==> config.mk <==
export PLATFORM = sky130hd
export DESIGN_NAME = gb_phase_ctrl
export DESIGN_NICKNAME = d
export VERILOG_FILES = /design/src/rtl/gb_phase_ctrl.sv
export SDC_FILE = /design/constraint.sdc
export NUM_CORES = 1
export LEC_CHECK = 0
export ABC_CLOCK_PERIOD_IN_PS = 4700
export CORE_MARGIN = 2
export CORE_UTILIZATION = 45
export CTS_BUF_LIST = sky130_fd_sc_hd__clkbuf_16
export DETAILED_ROUTE_END_ITERATION = 16
export PLACE_DENSITY = 0.68
export SLEW_MARGIN = 20
export SYNTH_ARGS = -nofsm -noshare
export SYNTH_HDL_FRONTEND = slang
export SYNTH_SLANG_ARGS = --single-unit
export TNS_END_PERCENT = 50
==> constraint.sdc <==
create_clock -name clk -period 4.7 [get_ports clk]
set_input_delay 0.47 -clock clk [delete_from_list [all_inputs] [get_ports clk]]
set_output_delay 0.47 -clock clk [all_outputs]
set_load 0.05 [all_outputs]
==> src/rtl/gb_phase_ctrl.sv <==
// Frame sequencer for the gray-balance datapath: INIT RAM sweep after reset,
// then per frame a STAT phase (pixel collection) and a COMP phase (map rebuild).
module gb_phase_ctrl #(
  parameter int DIN_WIDTH    = 14,
  parameter int DOUT_WIDTH   = 10,
  parameter int EOP_DRAIN    = 2,
  parameter int COMP_TIMEOUT = 65535
) (
  input  logic                  clk,
  input  logic                  rst,
  input  logic                  go,
  input  logic                  err_clr,
  input  logic                  pix_valid,
  input  logic                  pix_ready,
  input  logic                  pix_sop,
  input  logic                  pix_eop,
  output logic                  pix_ready_gate,
  output logic                  state_comp,
  output logic                  comp_start,
  input  logic                  comp_done,
  output logic                  init_wr,
  output logic [DIN_WIDTH-1:0]  init_addr,
  output logic [DOUT_WIDTH-1:0] init_map_data,
  output logic [15:0]           frame_cnt,
  output logic                  timeout_err
);
  localparam int DRAIN_W = (EOP_DRAIN > 1) ? $clog2(EOP_DRAIN) : 1;
  localparam int TMO_W   = $clog2(COMP_TIMEOUT + 1);
  localparam logic [DRAIN_W-1:0] DRAIN_LAST = DRAIN_W'(EOP_DRAIN - 1);
  localparam logic [TMO_W-1:0]   TMO_LAST   = TMO_W'(COMP_TIMEOUT - 1);

  typedef enum logic [2:0] {
    S_INIT  = 3'd0,
    S_IDLE  = 3'd1,
    S_STAT  = 3'd2,
    S_DRAIN = 3'd3,
    S_COMP  = 3'd4
  } state_t;

  state_t             state;
  state_t             state_nxt;
  logic               init_arm;
  logic [DRAIN_W-1:0] drain_cnt;
  logic [TMO_W-1:0]   comp_cnt;
  logic               beat;
  logic               init_last;
  logic               drain_last;
  logic               comp_expire;

  assign beat        = pix_valid & pix_ready;
  assign init_last   = (init_addr == {DIN_WIDTH{1'b1}});
  assign drain_last  = (drain_cnt == DRAIN_LAST);
  // A done on the final allowed cycle still counts as a completed frame.
  assign comp_expire = (comp_cnt == TMO_LAST) & ~comp_done;

  generate
    if (DOUT_WIDTH <= DIN_WIDTH) begin : g_map_trunc
      assign init_map_data = init_addr[DIN_WIDTH-1 -: DOUT_WIDTH];
    end else begin : g_map_pad
      assign init_map_data = {init_addr, {(DOUT_WIDTH - DIN_WIDTH){1'b0}}};
    end
  endgenerate

  always_ff @(posedge clk or posedge rst) begin
    if (rst) begin
      state <= S_INIT;
    end else begin
      state <= state_nxt;
    end
  end

  always_comb begin
    state_nxt = state;
    case (state)
      S_INIT:  if (init_wr && init_last) state_nxt = S_IDLE;
      S_IDLE:  if (beat && pix_sop) state_nxt = pix_eop ? S_DRAIN : S_STAT;
      S_STAT:  if (beat && pix_eop) state_nxt = S_DRAIN;
      S_DRAIN: if (drain_last) state_nxt = S_COMP;
      S_COMP:  if (comp_done || comp_expire) state_nxt = S_IDLE;
      default: state_nxt = S_INIT;
    endcase
  end

  // init_arm keeps init_wr low while reset is held and for the release cycle.
  always_comb begin
    pix_ready_gate = 1'b0;
    state_comp     = 1'b0;
    comp_start     = 1'b0;
    init_wr        = 1'b0;
    case (state)
      S_INIT:  init_wr = init_arm;
      S_IDLE:  pix_ready_gate = go;
      S_STAT:  pix_ready_gate = 1'b1;
      S_DRAIN: begin
        comp_start = drain_last;
        state_comp = drain_last;
      end
      S_COMP:  state_comp = 1'b1;
      default: ;
    endcase
  end

  always_ff @(posedge clk or posedge rst) begin
    if (rst) begin
      init_arm    <= 1'b0;
      init_addr   <= '0;
      drain_cnt   <= '0;
      comp_cnt    <= '0;
      frame_cnt   <= '0;
      timeout_err <= 1'b0;
    end else begin
      init_arm <= 1'b1;
      if (init_wr) init_addr <= init_addr + 1'b1;
      drain_cnt <= (state == S_DRAIN && !drain_last) ? drain_cnt + 1'b1 : '0;
      comp_cnt  <= (state == S_COMP) ? comp_cnt + 1'b1 : '0;
      if (state == S_COMP && comp_done) frame_cnt <= frame_cnt + 16'd1;
      // A timeout in the same cycle as err_clr leaves the flag set.
      if (state == S_COMP && comp_expire) timeout_err <= 1'b1;
      else if (err_clr)                   timeout_err <= 1'b0;
    end
  end

endmodule

# Yosys cells after proc, flatten, opt, wreduce, memory -nomap -nowiden
# Index checks and enable logic that the tools add are counted.
[classes] mul=0 n_reduce_logical=11 n_addsub=4 magnitude_cmp=0 shifts=0 div=0 eq_ne=11 bitwise=3 muxes=15
[op_table] cell="$add A16 B1 Y16 const B" count=2
[op_table] cell="$eq A16 B16 Y1 const B" count=1
[op_table] cell="$mux W16" count=1
[op_table] cell="$mux W3" count=5
[op_table] cell="$pmux W3 S5" count=1
[op_table] cell="$add A14 B1 Y14 const B" count=1
[op_table] cell="$eq A14 B14 Y1 const B" count=1
[op_table] cell="$ne A2 B2 Y1 const B" count=5
[op_table] cell="$eq A3 B2 Y1 const B" count=2
[op_table] cell="$logic_and A1 B1 Y1" count=6
[op_table] cell="$mux W1" count=6
[op_table] cell="$reduce_and A5 Y1" count=1
[op_table] cell="$pmux W1 S2" count=2
[op_table] cell="$eq A3 B1 Y1 const B" count=1
[op_table] cell="$eq A3 B3 Y1 const B" count=1
[op_table] cell="$logic_not A3 Y1" count=1
[op_table] cell="$and A1 B1 Y1" count=2
[op_table] cell="$reduce_bool A2 Y1" count=1
[op_table] cell="$add A1 B1 Y1 const B" count=1
[op_table] cell="$logic_not A1 Y1" count=1
[op_table] cell="$logic_or A1 B1 Y1" count=1
[op_table] cell="$not A1 Y1" count=1
[totals] inputBits=9 memories=0 latch_bits=0 reg_bits=52 rom_bits=0 elab_cells=51 ramBits=0

# Logic depth before layout (Yosys ltp)
# Gate-level depths: netlist (run 1).
[depth] ltp_word=5 depth_mapped=7

# Least setup slack after synthesis (run 1)
# No wires, ideal clock.
[synth_path] kind="register -> register" start="reg state[1]" end="reg init_addr[12]" setup_slack_ps=2467 n_path_buf=1 t_arrival_ps=2091 period_less_slack_ps=2233 stages_incl_launch_ff=7 cell_sequence="dfrtp_1 > buf_6 > nor4b_4 > nand3_1 > nor2_1 > nand4_1 > xnor2_1"
[synth_between] elab_chain_cells=2
[synth_rtl] element="start: declaration" line_no="40" source="state_t state;"
[synth_rtl] element="start signal: assignment" line_no="68" source="state <= state_nxt;"
[synth_rtl] element="$logic_not A3 Y1" line_no="90" source="case (state)"
[synth_rtl] element="$mux W1" line_no="90"
[synth_rtl] element="via init_wr" line_no="21" source="output logic init_wr,"
[synth_rtl] element="end signal: assignment" line_no="113" source="if (init_wr) init_addr <= init_addr + 1'b1;"
[synth_rtl] element="end: declaration" line_no="22" source="output logic [DIN_WIDTH-1:0] init_addr,"
# The timed path passes the listed nets, and every way through them passes these cells.
# A chain may end at the register's enable or synchronous reset.

# Worst setup path after layout (run 1)
[layout_path] start="reg state[1]" end="out state_comp"
[layout_between] elab_chain_cells=2 elab_cells_between_ends=3 classes_between="eq/ne (2); mux (1)"
[layout_rtl] element="$eq A3 B3 Y1 or $eq A3 B2 Y1 (tied branches)" line_no="90"
[layout_rtl] element="$pmux W1 S2 (*)" line_no="90"
[layout_rtl] element="end: declaration" line_no="18" source="output logic state_comp,"
# Every way passes the cells marked *; elsewhere a longest branch is shown, timed or not.

==> results of run 1 <==
[Yosys cell counts (2+ instances only)]
cell type	instances	area, sq um
and3_1	8	50.1
mux2_2	2	22.5
buf_4	12	90.1
o21ai_0	2	10.0
xnor2_1	22	193
o32ai_1	2	17.5
ha_1	4	50.1
nor2_1	28	105
nand3_1	20	100
and4_1	2	17.5
dfrtp_1	52	1300
a21oi_1	2	10.0
inv_1	7	26.3
nand2_1	23	86.3
xor2_1	20	175
and2_1	2	12.5
clkbuf_1	3	11.3
nand4_1	7	43.8
nor3_1	8	40.0
[how the worst max path moves through the flow]
stage             start            end  slack (ns)  cells past startpoint
2_1_floorplan  state[1]  init_addr[12]        2.47                      6
3_3_place_gp   state[1]     state_comp        2.16                      4
3_5_place_dp   state[1]     state_comp        2.12                      4
4_1_cts        state[1]     state_comp        1.77                      4
5_1_grt        state[1]     state_comp        1.64                      4
6_report       state[1]     state_comp        1.79                      4
[cell type report]
cell class,instances,area [sq um]
Multi-Input combinational cell,164,1060
Timing Repair Buffer,53,531
Clock buffer,5,125
Fill cell,449,2210
Clock inverter,3,90.1
Inverter,7,27.5
Tap cell,72,90.1
Sequential cell,52,1300
[stage by stage]
stage / std cells / utilization / area, sq um / hold WS, ns / setup WS (ns)
finish: 356 / 0.593 / 3230 / 0.467 / 1.79
global placement: 348 / 0.553 / 3010 / 0.451 / 2.16
floorplan: 239 / - / 2500 / 0.421 / 2.47
global route: 356 / 0.593 / 3230 / 0.502 / 1.64
CTS: 356 / 0.593 / 3230 / 0.472 / 1.77
detailed placement: 348 / 0.553 / 3010 / 0.448 / 2.12
[worst register-to-register path, cell delays in order (launching register included)]
cell and delay (ns):
dfrtp_1 0.57, nor3b_1 0.46, nand4_1 0.26, nor3_1 0.35
nand3_1 0.14, xnor2_1 0.13
[sequential cells by signal (all words and copies together) (netlist names)]
signal       cells
comp_cnt        16
frame_cnt       16
init_addr       14
state            3
drain_cnt        1
init_arm         1
timeout_err      1
[metal layers]
| metal | up-vias | global-route usage | share of wire |
|---|---|---|---|
| met4 | 0 | 0.0579 | 0.012 |
| met1 | 805 | 0.225 | 0.48 |
| met5 | - | 0 | 0 |
| li1 | 881 | - | - |
| met2 | 32 | 0.234 | 0.47 |
| met3 | 6 | 0.0276 | 0.036 |
[power groups by stage]
stage	combinational [uW]	sequential, uW	clock [uW]
2_1_floorplan	227	648	0
3_3_place_gp	410	571	0
3_5_place_dp	413	573	0
4_1_cts	418	565	523
5_1_grt	443	575	543
6_report	414	565	513
[cells by family after synthesis]
logic type	Yosys count
AND/OR/NAND/NOR	105
flip-flops	52
XOR/XNOR	42
buffers and inverters	23
AO/OA/AOI/OAI	10
adder cells (fa/ha/maj)	4
multiplexers	2
other	1
==> impl_results.html, run 1 <==
<table>
<tr><th>Metric</th><th>Value</th></tr>
<tr><th colspan="2">Logic synthesis</th></tr>
<tr><td>Portion of the post-synthesis area used by sequential elements</td><td>0.520</td></tr>
<tr><td>Combinational family with the most area after synthesis</td><td>simple AND/OR/NAND/NOR gates</td></tr>
<tr><td>Synthesized-area fraction occupied by adder cells</td><td>0.0200</td></tr>
<tr><td>Syn Area/Cell</td><td>10.5 sq um</td></tr>
<tr><td>Synthesized netlist cell count</td><td>239</td></tr>
<tr><td>Post-synth EDFFs</td><td>0</td></tr>
<tr><td>Synthesis-stage register bit count</td><td>52</td></tr>
<tr><td>Post-synthesis net count</td><td>252</td></tr>
<tr><td>Post-synthesis share of cell area spent on xor and xnor gates</td><td>0.147</td></tr>
<tr><td>Leading register cell type out of synthesis</td><td>dfrtp_1</td></tr>
<tr><td>Compound-cell area share of the yosys netlist</td><td>0.0295</td></tr>
<tr><td>Proportion of synthesized flip-flops having asynchronous set or reset</td><td>1.00</td></tr>
<tr><td>Share of cell area taken by muxes after synthesis</td><td>0.00900</td></tr>
<tr><td>Simple-gate portion of the synthesized area</td><td>0.218</td></tr>
<tr><td>Mapped cell area</td><td>2500 sq um</td></tr>
<tr><td>Count of distinct cell types in the synthesized netlist</td><td>32</td></tr>
<tr><td>Warnings, synthesis</td><td>0</td></tr>
<tr><th colspan="2">STA</th></tr>
<tr><td>Pin slew with the least headroom to its limit</td><td>0.880 ns</td></tr>
<tr><td>Maximum clock skew at final layout</td><td>0.00585 ns</td></tr>
<tr><td>Final sum of negative setup slack</td><td>0 ns</td></tr>
<tr><td>Setup violations, final</td><td>0</td></tr>
<tr><td>Final Slew Violations</td><td>0</td></tr>
<tr><td>Max Clk Rate</td><td>0.344 GHz</td></tr>
<tr><td>Setup repair after global routing missed its margin</td><td>no</td></tr>
<tr><td>Final hold violations</td><td>0</td></tr>
<tr><td>Headroom to the max-slew limit</td><td>0.413</td></tr>
<tr><td>Share of the clock period used by the worst path after layout</td><td>0.619</td></tr>
<tr><td>Post-route minimum period</td><td>2.91 ns</td></tr>
<tr><th colspan="2">Placement</th></tr>
<tr><td>Gp weighted congestion</td><td>0.802</td></tr>
<tr><td>Number of buffers inserted by port buffering</td><td>53</td></tr>
<tr><td>HPWL reported at the end of detailed placement</td><td>3.15 mm</td></tr>
<tr><th colspan="2">Route</th></tr>
<tr><td>Drt first pass iters</td><td>4</td></tr>
<tr><td>1st-iter DRT viols</td><td>71</td></tr>
<tr><td>Via count</td><td>1724</td></tr>
<tr><td>Final wirelength</td><td>4.47 mm</td></tr>
<tr><td>Drt via density</td><td>4.84</td></tr>
<tr><td>Detail Route Antenna Nets</td><td>0</td></tr>
<tr><td>Count of unresolved DRC violations after routing</td><td>0</td></tr>
<tr><td>Avg WL per Cell</td><td>12.6 um</td></tr>
<tr><th colspan="2">GRT</th></tr>
<tr><td>Antenna violations before repair</td><td>0</td></tr>
<tr><td>Overall global routing resource usage</td><td>0.156</td></tr>
<tr><td>Vias in the first global route</td><td>1626</td></tr>
<tr><td>First-pass GRT wire length</td><td>7.56 mm</td></tr>
<tr><td>Grt ovf</td><td>0</td></tr>
<tr><td>Largest net degree at the start of global routing</td><td>53</td></tr>
<tr><th colspan="2">Power</th></tr>
<tr><td>Net Sw Frac</td><td>0.326</td></tr>
<tr><td>Worst-case vdd ir drop</td><td>467 uV</td></tr>
<tr><td>Power spent charging and discharging nets</td><td>487 uW</td></tr>
<tr><td>Post-layout power</td><td>1490 uW</td></tr>
<tr><td>Internal power</td><td>1010 uW</td></tr>
<tr><td>Combinational cell fraction of total power</td><td>0.278</td></tr>
<tr><td>Power density over the cells</td><td>462 nW/um^2</td></tr>
<tr><td>Fraction of power consumed by sequential logic</td><td>0.379</td></tr>
<tr><td>Leakage</td><td>0.00141 uW</td></tr>
<tr><td>Clock share of power</td><td>0.344</td></tr>
<tr><th colspan="2">Clock network</th></tr>
<tr><td>Post-cts hold buffer count</td><td>0</td></tr>
<tr><td>Number of H-tree levels</td><td>2</td></tr>
<tr><td>Number of post-CTS setup repair buffers</td><td>0</td></tr>
<tr><td>Number of buffers inserted during clock tree synthesis</td><td>5</td></tr>
<tr><td>Clock transition at the registers of the reported paths</td><td>0.07 ns</td></tr>
<tr><td>Clock sinks</td><td>52</td></tr>
<tr><td>CTS root buf</td><td>clkbuf_16</td></tr>
<tr><td>Clock tree from TritonCTS</td><td>built</td></tr>
<tr><td>CTS max path bufs</td><td>2</td></tr>
<tr><td>Skew-Pair Late Insertion Delay</td><td>0.28 ns</td></tr>
<tr><td>Post-cts sizing count</td><td>0</td></tr>
<tr><th colspan="2">Hold path</th></tr>
<tr><td>Hold wc startpoint</td><td>frame_cnt[15]</td></tr>
<tr><td>Worst Hold Endpoint</td><td>frame_cnt[15]</td></tr>
<tr><td>Worst hold path cell count</td><td>1</td></tr>
<tr><td>Path category of the worst min-delay check</td><td>register to register</td></tr>
<tr><th colspan="2">Cells and area</th></tr>
<tr><td>Share of layout cells above drive strength 1</td><td>0.0563</td></tr>
<tr><td>Antenna fix cells</td><td>0</td></tr>
<tr><td>Most frequent standard cell in the layout excluding fill and tap cells</td><td>clkdlybuf4s50_1</td></tr>
<tr><td>Final-stage net count</td><td>296</td></tr>
<tr><td>Area Overhead vs Synth</td><td>28.9%</td></tr>
<tr><td>Top library cells by usage in the layout, fill and taps aside</td><td>53 x clkdlybuf4s50_1, 52 x dfrtp_1, 28 x nor2_1</td></tr>
<tr><th colspan="2">Floorplanning</th></tr>
<tr><td>Core area</td><td>5440 sq um</td></tr>
<tr><td>Starting utilization of the core area</td><td>0.460</td></tr>
<tr><td>Placement Rows</td><td>27</td></tr>
<tr><td>Die Width</td><td>78.6 um</td></tr>
<tr><td>Number of top-level pins</td><td>54</td></tr>
<tr><td>Die boundary height</td><td>78.6 um</td></tr>
<tr><td>Die Footprint</td><td>6170 sq um</td></tr>
<tr><th colspan="2">Setup path</th></tr>
<tr><td>Crit-path max cell delay</td><td>0.81 ns</td></tr>
<tr><td>Reg2Reg Depth</td><td>5</td></tr>
<tr><td>Slack of the worst reg-to-reg path</td><td>2.68 ns</td></tr>
<tr><td>Critical path buffers and inverters</td><td>1</td></tr>
<tr><td>Cell type of the slowest stage on the worst timing path</td><td>clkdlybuf4s50_1</td></tr>
<tr><td>Worst-path cell chain</td><td>nor2_1 &gt; nand2_1 &gt; nand2_1 &gt; clkdlybuf4s50_1</td></tr>
<tr><td>Arrival @ worst endpoint</td><td>2.44 ns</td></tr>
<tr><td>CP endpoint kind</td><td>output port</td></tr>
<tr><td>Startpoint of the worst-slack reg-to-reg timing path</td><td>state[2]</td></tr>
<tr><td>CP most frequent cell</td><td>nand2_1</td></tr>
<tr><td>Crit path max fanout</td><td>19</td></tr>
<tr><td>Top delay family on crit path</td><td>simple AND/OR/NAND/NOR gates</td></tr>
<tr><td>Worst Path Class, Setup</td><td>register to output port</td></tr>
<tr><td>CP required</td><td>4.23 ns</td></tr>
<tr><td>Startpoint types</td><td>register</td></tr>
<tr><td>Worst reg2reg endpoint</td><td>frame_cnt[9]</td></tr>
<tr><th colspan="2">Status</th></tr>
<tr><td>Status</td><td>completed</td></tr>
<tr><th colspan="2">Flow run</th></tr>
<tr><td>Number of max-cap violations</td><td>0</td></tr>
</table>
Power figures use the tool's default switching activity.
==> run 2: changes to the inputs <==
--- a/config.mk
+++ b/config.mk
@@ -5,12 +5,12 @@
 export SDC_FILE = /design/constraint.sdc
 export NUM_CORES = 1
 export LEC_CHECK = 0
-export ABC_CLOCK_PERIOD_IN_PS = 4700
+export ABC_CLOCK_PERIOD_IN_PS = 2350
 export CORE_MARGIN = 2
 export CORE_UTILIZATION = 45
 export CTS_BUF_LIST = sky130_fd_sc_hd__clkbuf_16
 export DETAILED_ROUTE_END_ITERATION = 16
-export PLACE_DENSITY = 0.68
+export PLACE_DENSITY = 0.71
 export SLEW_MARGIN = 20
 export SYNTH_ARGS = -nofsm -noshare
 export SYNTH_HDL_FRONTEND = slang
==> constraint.sdc (replaced) <==
create_clock -name clk -period 2.35 [get_ports clk]
set_input_delay 0.235 -clock clk [delete_from_list [all_inputs] [get_ports clk]]
set_output_delay 0.235 -clock clk [all_outputs]
set_load 0.05 [all_outputs]
==> impl_results.html, run 2 (synthesized netlist as in run 1, its figures left out) <==
<table>
<tr><th>Metric</th><th>Value</th></tr>
<tr><th colspan="2">Clock network</th></tr>
<tr><td>Number of buffers inserted during clock tree synthesis</td><td>5 (unchanged)</td></tr>
<tr><td>CTS max path bufs</td><td>2 (unchanged)</td></tr>
<tr><td>Post-cts sizing count</td><td>0 (unchanged)</td></tr>
<tr><td>CTS root buf</td><td>clkbuf_16</td></tr>
<tr><td>Skew-Pair Late Insertion Delay</td><td>0.29 ns (about the same)</td></tr>
<tr><td>Post-cts hold buffer count</td><td>0 (unchanged)</td></tr>
<tr><td>Clock sinks</td><td>52 (unchanged)</td></tr>
<tr><td>Clock tree from TritonCTS</td><td>built</td></tr>
<tr><td>Clock transition at the registers of the reported paths</td><td>0.07 ns (about the same)</td></tr>
<tr><td>Number of H-tree levels</td><td>2 (unchanged)</td></tr>
<tr><td>Number of post-CTS setup repair buffers</td><td>0 (unchanged)</td></tr>
<tr><th colspan="2">Floorplanning</th></tr>
<tr><td>Placement Rows</td><td>27 (unchanged)</td></tr>
<tr><td>Core area</td><td>5440 sq um (unchanged)</td></tr>
<tr><td>Die Footprint</td><td>6170 sq um (unchanged)</td></tr>
<tr><td>Starting utilization of the core area</td><td>0.460 (unchanged)</td></tr>
<tr><td>Die Width</td><td>78.6 um (unchanged)</td></tr>
<tr><td>Die boundary height</td><td>78.6 um (unchanged)</td></tr>
<tr><td>Number of top-level pins</td><td>54 (unchanged)</td></tr>
<tr><th colspan="2">Route</th></tr>
<tr><td>Drt first pass iters</td><td>3 (-1)</td></tr>
<tr><td>Detail Route Antenna Nets</td><td>0 (unchanged)</td></tr>
<tr><td>Avg WL per Cell</td><td>12.0 um (-4.6%)</td></tr>
<tr><td>Via count</td><td>1727 (+0.17%)</td></tr>
<tr><td>1st-iter DRT viols</td><td>65 (-8.5%)</td></tr>
<tr><td>Drt via density</td><td>4.82 (-0.39%)</td></tr>
<tr><td>Count of unresolved DRC violations after routing</td><td>0 (unchanged)</td></tr>
<tr><td>Final wirelength</td><td>4.29 mm (-4.0%)</td></tr>
<tr><th colspan="2">Placement</th></tr>
<tr><td>Number of buffers inserted by port buffering</td><td>53 (unchanged)</td></tr>
<tr><td>Pre-CTS setup slack</td><td>0.390 ns (-1.73 ns)</td></tr>
<tr><td>Gp weighted congestion</td><td>0.812 (+1.3%)</td></tr>
<tr><td>DP Cell Count</td><td>350 (+0.57%)</td></tr>
<tr><td>HPWL reported at the end of detailed placement</td><td>3.20 mm (+1.5%)</td></tr>
<tr><th colspan="2">Hold path</th></tr>
<tr><td>Path category of the worst min-delay check</td><td>primary input to async pin</td></tr>
<tr><th colspan="2">STA</th></tr>
<tr><td>Maximum clock skew at final layout</td><td>0.00365 ns (-0.00220 ns)</td></tr>
<tr><td>Share of the clock period used by the worst path after layout</td><td>0.944</td></tr>
<tr><td>Final Slew Violations</td><td>0 (unchanged)</td></tr>
<tr><td>Setup repair after global routing missed its margin</td><td>no</td></tr>
<tr><td>Final sum of negative setup slack</td><td>0 ns (unchanged)</td></tr>
<tr><td>Post-route minimum period</td><td>2.22 ns</td></tr>
<tr><td>Setup slack of the critical path after layout</td><td>0.132 ns (-1.66 ns)</td></tr>
<tr><td>Headroom to the max-slew limit</td><td>0.664 (+0.251)</td></tr>
<tr><td>Pin slew with the least headroom to its limit</td><td>0.502 ns (-0.377 ns)</td></tr>
<tr><td>Final hold violations</td><td>0 (unchanged)</td></tr>
<tr><td>Setup violations, final</td><td>0 (unchanged)</td></tr>
<tr><td>Max Clk Rate</td><td>0.451 GHz</td></tr>
<tr><th colspan="2">Setup path</th></tr>
<tr><td>CP required</td><td>2.12 ns (-2.11 ns)</td></tr>
<tr><td>CP endpoint kind</td><td>output port</td></tr>
<tr><td>Worst reg2reg endpoint</td><td>init_addr[12]</td></tr>
<tr><td>Worst setup path startpoint</td><td>state[1]</td></tr>
<tr><td>Slack of the worst reg-to-reg path</td><td>0.44 ns (-2.24 ns)</td></tr>
<tr><td>Worst Path Class, Setup</td><td>register to output port</td></tr>
<tr><td>Critical path capture point</td><td>comp_start</td></tr>
<tr><td>Startpoint of the worst-slack reg-to-reg timing path</td><td>state[1]</td></tr>
<tr><td>Reg2Reg Depth</td><td>5 (unchanged)</td></tr>
<tr><td>Startpoint types</td><td>register</td></tr>
<tr><td>Crit path max fanout</td><td>10 (-9)</td></tr>
<tr><td>Arrival @ worst endpoint</td><td>1.98 ns (-0.46 ns)</td></tr>
<tr><th colspan="2">GRT</th></tr>
<tr><td>Largest net degree at the start of global routing</td><td>32 (-40%)</td></tr>
<tr><td>Grt ovf</td><td>0 (unchanged)</td></tr>
<tr><td>First-pass GRT wire length</td><td>7.65 mm (+1.2%)</td></tr>
<tr><td>Overall global routing resource usage</td><td>0.158 (+0.00198)</td></tr>
<tr><td>Antenna violations before repair</td><td>0 (unchanged)</td></tr>
<tr><td>Vias in the first global route</td><td>1685 (+3.6%)</td></tr>
<tr><th colspan="2">Power</th></tr>
<tr><td>Combinational cell fraction of total power</td><td>0.313 (+0.035)</td></tr>
<tr><td>Internal power</td><td>1690 uW (+68%)</td></tr>
<tr><td>Worst-case vdd ir drop</td><td>564 uV (+21%)</td></tr>
<tr><td>Fraction of power consumed by sequential logic</td><td>0.422 (+0.043)</td></tr>
<tr><td>Leakage</td><td>0.00140 uW (-0.64%)</td></tr>
<tr><td>Clock share of power</td><td>0.265 (-0.079)</td></tr>
<tr><td>Power spent charging and discharging nets</td><td>973 uW (+100%)</td></tr>
<tr><td>Power density over the cells</td><td>836 nW/um^2 (+81%)</td></tr>
<tr><td>Net Sw Frac</td><td>0.366 (+0.0393)</td></tr>
<tr><th colspan="2">Cells and area</th></tr>
<tr><td>Top library cells by usage in the layout, fill and taps aside</td><td>52 x dfrtp_1, 50 x clkdlybuf4s50_1, 28 x nor2_1</td></tr>
<tr><td>Non-filler instance count after layout</td><td>358 (+0.56%)</td></tr>
<tr><td>Share of layout cells above drive strength 1</td><td>0.0734 (+0.0171)</td></tr>
<tr><td>Area Overhead vs Synth</td><td>27.4%</td></tr>
<tr><td>Final-stage net count</td><td>298 (+0.68%)</td></tr>
<tr><td>Largest registers ranked by flip-flop count</td><td>comp_cnt (16), frame_cnt (16), init_addr (14)</td></tr>
<tr><td>Antenna fix cells</td><td>0 (unchanged)</td></tr>
<tr><td>Most frequent standard cell in the layout excluding fill and tap cells</td><td>dfrtp_1</td></tr>
<tr><th colspan="2">Flow run</th></tr>
<tr><td>Number of max-cap violations</td><td>0 (unchanged)</td></tr>
<tr><th colspan="2">Status</th></tr>
<tr><td>Status</td><td>completed</td></tr>
</table>
-- run 2: changes by cell type in the layout (fill, tap and decap cells not counted) --
cell             change
buf_12               +2
buf_4                +3
bufinv_16            -3
clkdlybuf4s50_1      -3
clkinv_2             +1
clkinv_4             +1
inv_2                +1
-- run 2: routing by layer --
| metal | global-route usage | wire length, um |
|---|---|---|
| met5 | 0 | 0 |
| met4 | 0.0596 | 62 |
| met3 | 0.0345 | 164 |
| met2 | 0.235 | 1990 |
| met1 | 0.225 | 2080 |
-- run 2: worst min-delay path by stage --
stage,start,depth (start not counted),end,slack (ns)
final,rst,2,init_addr[8],0.28
after global routing,rst,2,init_addr[9],0.36
after CTS,rst,2,init_arm,0.30
after detailed placement,drain_cnt,1,drain_cnt,0.45
after global placement,drain_cnt,1,drain_cnt,0.45
after floorplan,err_clr,1,timeout_err,0.34
-- run 2: through the flow --
| step | cell area [sq um] | power (uW) | hold WS (ns) | utilization |
|---|---|---|---|---|
| 6_report | 3190 | 2660 | 0.277 | 0.586 |
| 3_5_place_dp | 3040 | 1980 | 0.453 | 0.559 |
| 4_1_cts | 3190 | 2700 | 0.296 | 0.586 |
| 5_1_grt | 3190 | 2800 | 0.358 | 0.586 |
| 2_1_floorplan | 2500 | 1750 | 0.338 | - |
| 3_3_place_gp | 3040 | 1970 | 0.447 | 0.559 |
-- run 2: power by group through the flow --
stage                     combinational (uW)  clock [uW]  sequential, uW
after floorplan                          455           0            1300
after global placement                   829           0            1140
after detailed placement                 835           0            1140
after CTS                                842         729            1130
after global routing                     894         760            1150
final                                    833         707            1120
-- run 2: final cells by class --
class / instances / area (sq um)
Inverter: 7 / 26.3
Sequential cell: 52 / 1300
Multi-Input combinational cell: 164 / 1060
Fill cell: 460 / 2250
Clock inverter: 3 / 18.8
Tap cell: 72 / 90.1
Clock buffer: 5 / 125
Timing Repair Buffer: 55 / 563
-- run 2: critical path: stages, from the launching register on --
cell and delay [ns]:
dfrtp_1 0.54, nand2_1 0.11, nor2_1 0.10, nand2_1 0.09, inv_1 0.06, clkdlybuf4s50_1 0.79
